### src/rtl/fft_frame_streamer.sv
// fft_frame_streamer
// Captures one parallel FFT result frame (D_WIDTH samples of S_WIDTH bits,
// sample i at frame_in[S_WIDTH*i +: S_WIDTH]) and streams it out one sample
// per beat over a valid/ready interface. Optional bit-reversed readout turns
// radix-2 output order into natural frequency order.
//
// Ports:
//   clk          single clock, rising edge
//   rst          asynchronous active-high reset
//   frame_in     packed frame from the fft output bus
//   frame_valid  frame_in holds a complete frame
//   frame_ready  block can accept a frame this cycle
//   m_data       current sample
//   m_valid      m_data / m_index / m_last are valid
//   m_ready      downstream accepts the current beat
//   m_index      frame slot of the current sample
//   m_last       current beat is the final beat of the frame
//   busy         a frame is held and being streamed
//   frame_count  completed frames, wraps 0xFFFF -> 0
module fft_frame_streamer #(
  parameter int D_WIDTH     = 64,
  parameter int LOG_2_WIDTH = 6,
  parameter int S_WIDTH     = 16,
  parameter bit BIT_REV     = 1'b1
) (
  input  logic                       clk,
  input  logic                       rst,
  input  logic [S_WIDTH*D_WIDTH-1:0] frame_in,
  input  logic                       frame_valid,
  output logic                       frame_ready,
  output logic [S_WIDTH-1:0]         m_data,
  output logic                       m_valid,
  input  logic                       m_ready,
  output logic [LOG_2_WIDTH-1:0]     m_index,
  output logic                       m_last,
  output logic                       busy,
  output logic [15:0]                frame_count
);

  typedef enum logic {IDLE, STREAM} state_t;

  localparam logic [LOG_2_WIDTH-1:0] LAST_COUNT = LOG_2_WIDTH'(D_WIDTH - 1);

  state_t                   state_q;
  logic [LOG_2_WIDTH-1:0]   count_q;
  logic [S_WIDTH-1:0]       buf_q [D_WIDTH];
  logic [15:0]              frame_count_q;
  logic [15:0]              frame_count_d;
  logic                     frame_ready_q;
  logic                     busy_q;
  logic                     m_valid_q;

  logic [LOG_2_WIDTH-1:0]   count_rev;
  logic [LOG_2_WIDTH-1:0]   addr;
  logic                     is_last;
  logic                     capture;

  // Mirror the beat counter bit by bit for radix-2 reordering.
  genvar gi;
  generate
    for (gi = 0; gi < LOG_2_WIDTH; gi++) begin : g_rev
      assign count_rev[gi] = count_q[LOG_2_WIDTH-1-gi];
    end
  endgenerate

  assign addr          = BIT_REV ? count_rev : count_q;
  assign is_last       = (count_q == LAST_COUNT);
  assign capture       = (state_q == IDLE) && frame_valid;
  assign frame_count_d = frame_count_q + 16'd1;

  // Control FSM. Status outputs are registered alongside the state so no
  // input reaches an output combinationally.
  always_ff @(posedge clk or posedge rst) begin
    if (rst) begin
      state_q       <= IDLE;
      count_q       <= '0;
      frame_count_q <= '0;
      frame_ready_q <= 1'b1;
      busy_q        <= 1'b0;
      m_valid_q     <= 1'b0;
    end else begin
      case (state_q)
        IDLE: begin
          if (frame_valid) begin
            state_q       <= STREAM;
            count_q       <= '0;
            frame_ready_q <= 1'b0;
            busy_q        <= 1'b1;
            m_valid_q     <= 1'b1;
          end
        end
        STREAM: begin
          // m_valid is always high in STREAM, so m_ready alone marks a transfer.
          if (m_ready) begin
            if (is_last) begin
              state_q       <= IDLE;
              count_q       <= '0;
              frame_count_q <= frame_count_d;
              frame_ready_q <= 1'b1;
              busy_q        <= 1'b0;
              m_valid_q     <= 1'b0;
            end else begin
              count_q <= count_q + 1'b1;
            end
          end
        end
        default: begin
          state_q <= IDLE;
        end
      endcase
    end
  end

  // Frame buffer: loaded only on acceptance, so later changes on frame_in
  // cannot leak into a frame that is being streamed.
  always_ff @(posedge clk or posedge rst) begin
    if (rst) begin
      for (int i = 0; i < D_WIDTH; i++) begin
        buf_q[i] <= '0;
      end
    end else if (capture) begin
      for (int i = 0; i < D_WIDTH; i++) begin
        buf_q[i] <= frame_in[S_WIDTH*i +: S_WIDTH];
      end
    end
  end

  // Beat outputs are decoded from registered state only; forced to zero when
  // no beat is offered so reset and idle present clean values.
  assign m_data      = m_valid_q ? buf_q[addr] : '0;
  assign m_index     = m_valid_q ? addr : '0;
  assign m_last      = m_valid_q && is_last;
  assign m_valid     = m_valid_q;
  assign frame_ready = frame_ready_q;
  assign busy        = busy_q;
  assign frame_count = frame_count_q;

endmodule

### config.mk
export PLATFORM = sky130hd
export DESIGN_NAME = fft_frame_streamer
export DESIGN_NICKNAME = d
export VERILOG_FILES = /design/src/rtl/fft_frame_streamer.sv
export SDC_FILE = /design/constraint.sdc
export NUM_CORES = 2
export LEC_CHECK = 0
export ABC_CLOCK_PERIOD_IN_PS = 42900
export CAP_MARGIN = 30
export CELL_PAD_IN_SITES_DETAIL_PLACEMENT = 1
export CELL_PAD_IN_SITES_GLOBAL_PLACEMENT = 1
export CORE_AREA = 2 2 416 418
export DETAILED_ROUTE_END_ITERATION = 8
export DIE_AREA = 0 0 418 420
export PLACE_DENSITY_LB_ADDON = 0.1
export SLEW_MARGIN = 20
export SYNTH_ARGS = -nofsm -noshare
export SYNTH_HDL_FRONTEND = slang
export SYNTH_SLANG_ARGS = --single-unit
### constraint.sdc
create_clock -name clk -period 42.9 [get_ports clk]
set_clock_uncertainty 0.15 [all_clocks]
set_input_delay 10.725 -clock clk [delete_from_list [all_inputs] [get_ports clk]]
set_output_delay 10.725 -clock clk [all_outputs]
set_load 0.01 [all_outputs]
==> impl_metrics.toml <==
[synth]
yosysWarnings = 0
synth_seq_cells = 1049
syn_area_per_cell_sq_um = 15.3
syn-instance-count = 3091
synth_edf_count = 0
syn_area_sq_um = 47300
synth_top_cell_by_area = "dfrtp_1"
async_flop_share = 1.00
yosysUniqueCellTypes = 46
ys.flop_type = "dfrtp_1"
ys_seq_area_frac = 0.555
synth_nets = 4121
synth_top_area_frac = 0.555
synth.area.top_cells = "dfrtp_1 (55%), mux2_2 (25%), mux4_2 (6.9%), mux2i_1 (5.1%), buf_2 (1.1%)"

[grt]
grt_first_pass_wirelength_mm = 281
grt-ovfl-total = 0
grt_pass1_vias = 34700
antenna_found_initial = 177
grt_usage = 0.230
grt_max_degree = 172

[cts]
cts_buffer_depth = 3
clk_pin_slew_ns = 0.06
htreeDepth = 4
root_buffer = "clkbuf_16"
clkSinkCount = 1049
postCtsSetupBuffers = 0
numCtsBuffers = 132
cts_tree = "yes"
cts_resized = 0
clk_latency_ns = 0.75
cts_hold_buf = 0

[cells_and_area]
area_delta_synth_final_pct = 38.0
final_util = 0.382
drive_gt1_frac = 0.355
nFillCells = 17500
final_nets = 5171

[worst_setup_path]
cp-startpoint = "count_q[5]"
required_ns = 32.03
end_kind = "output pin"
timing.rr.start = "count_q[4]"
path_max_fanout = 79
timing.rr.end = "frame_count[11]"
worst_setup_path_start_kind = "flop"
crit_path_end = "m_data[0]"
reg2reg_depth = 7
path_class = "flop to output pin"
rrSetupSlack_ns = 38.19
arrival_ns = 6.43

[routing]
wl_per_cell_microns = 31.5
vias_per_cell = 4.93
finalWirelength_mm = 205
num_vias = 32100
drc = 0
dr.pass1.iters = 4
ant_nets = 0
drt_iter0_markers = 1755

[floorplan]
pin_count = 1070
start_util = 0.277
core_area_sq_um = 171000
die_area_sq_um = 176000
die_w_microns = 418
die_h_microns = 420
std_cell_rows = 152

[timing]
rsz0062_at_grt = "no"
hold_viol_final = 0
period_minus_slack_ns = 17.30
max_freq_ghz = 0.0578
setup_viol = 0
worstMarginPinSlew_ns = 1.12
report.final.slew_viol_count = 0
max-slew-margin-rel = 0.257
fin_crit_sh = 0.403
finalSetupTns_ns = 0

[power_and_ir_drop]
power.leakage_nw = 26.0
irDropWorstVdd_uv = 39.3
p_per_area_nw_per_um2 = 49.1

[worst_hold_path]
worstHoldPathType = "flop to flop"

[placement]
hpwl_mm = 156
gp_congestion = 0.797
place.port_buffers = 1069

[status]
outcome = "completed"

[job]
cap_viol_max_count = 0
==> cell usage after synthesis, drive strengths merged (13+ instances only) <==
cell type,count
a221oi,21
a221o,22
o21ai,21
a2111oi,32
mux4,144
o221ai,13
o2111ai,16
mux2i,241
nand2,57
a21oi,17
inv,14
dfrtp,1048
o32ai,16
buf,150
mux2,1040
nor2,44
o22ai,32
clkbuf,78
==> cell families (layout without fill, tap and decap cells) <==
group | Yosys count | after routing | share of synthesized area
other | 0 | 42 | 0
adders and majority gates | 2 | 2 | 0.000529
xor gates and xnor gates | 17 | 17 | 0.00315
buffers and inverters | 242 | 1388 | 0.0247
muxes | 1425 | 1425 | 0.367
and+or+nand+nor | 137 | 137 | 0.0130
DFF | 1049 | 1049 | 0.555
AOI/OAI and AO/OA | 219 | 219 | 0.0360
==> layer usage <==
| layer | share of wire | global-route usage |
|---|---|---|
| met4 | 0.028 | 0.0756 |
| met1 | 0.38 | 0.266 |
| met3 | 0.062 | 0.0681 |
| met5 | 0.0035 | 0 |
| met2 | 0.52 | 0.406 |
==> placed cells by master (no fill, tap or decap), types with 8 or more instances in the layout <==
master           count
clkdlybuf4s50_1   1069
dfrtp_1           1043
mux2_2            1040
mux2i_1            241
mux4_2             144
clkbuf_16          137
nand2_1             55
buf_4               53
diode_2             42
nor2_1              40
clkbuf_8            34
o22ai_1             32
clkbuf_1            32
a2111oi_2           22
a221o_1             22
a221oi_1            21
o21ai_0             18
a21oi_1             17
o2111ai_1           16
o32ai_1             16
o221ai_1            13
inv_1               13
buf_12              12
a211oi_1            11
xnor2_1             11
clkinv_2             9
and2_1               8
==> through the flow <==
stage | power [mW] | instances | setup WS (ns) | area, sq um | hold slack (ns)
global route | 3.35 | 6501 | 25.12 | 65200 | 0.356
finish | 3.20 | 6512 | 25.60 | 65300 | 0.317
global placement | 2.09 | 6221 | 26.07 | 60400 | 0.308
detailed placement | 2.11 | 6236 | 26.07 | 60700 | 0.324
CTS | 3.27 | 6466 | 25.22 | 65100 | 0.332
floorplan | 1.62 | 3091 | 2.50 | 47300 | 0.325
==> worst min path at each step <==
stage	start	end	slack [ns]	cells after the start
after floorplan	buf_q[576]	buf_q[576]	0.32	1
after global placement	frame_count[15]	frame_count[15]	0.31	1
after detailed placement	frame_count[15]	frame_count[15]	0.32	1
after CTS	frame_count[15]	frame_count[15]	0.33	1
after global routing	frame_count[15]	frame_count[15]	0.36	1
final	frame_count[15]	frame_count[15]	0.32	1
==> registers in the layout (all words and copies together) (netlist names) <==
signal / cells
state_q: 1
count_q: 6
m_valid: 1
buf_q: 1024
frame_ready: 1
frame_count: 16
==> cell type report <==
| class | instances | area [sq um] | share of cell area |
|---|---|---|---|
| repair buffers | 1144 | 11600 | 0.177 |
| inverters | 14 | 60.1 | 0.000920 |
| clock inverters | 27 | 370 | 0.00568 |
| multi-input cells | 1800 | 20100 | 0.308 |
| diodes | 42 | 105 | 0.00161 |
| well taps | 2233 | 2790 | 0.0428 |
| flip-flops and latches | 1049 | 26300 | 0.403 |
| clock buffers | 203 | 4020 | 0.0615 |
==> worst max-delay path, stage by stage, from the launching register on <==
cell and delay [ns]:
dfrtp_4 0.88, buf_12 0.51, buf_4 0.80, buf_4 0.65
mux4_2 0.61, mux2i_1 0.15, nor2_1 0.10, a211oi_1 0.82
o32ai_1 0.33, buf_4 0.24, clkdlybuf4s50_1 0.47
==> where the power goes <==
group          total [mW]  leakage (nW)  internal, mW  switching, mW
registers            1.20          13.0          1.11         0.0993
logic               0.856          10.8         0.399          0.457
clock network        1.14          2.15         0.680          0.461
Power figures use the tool's default switching activity.
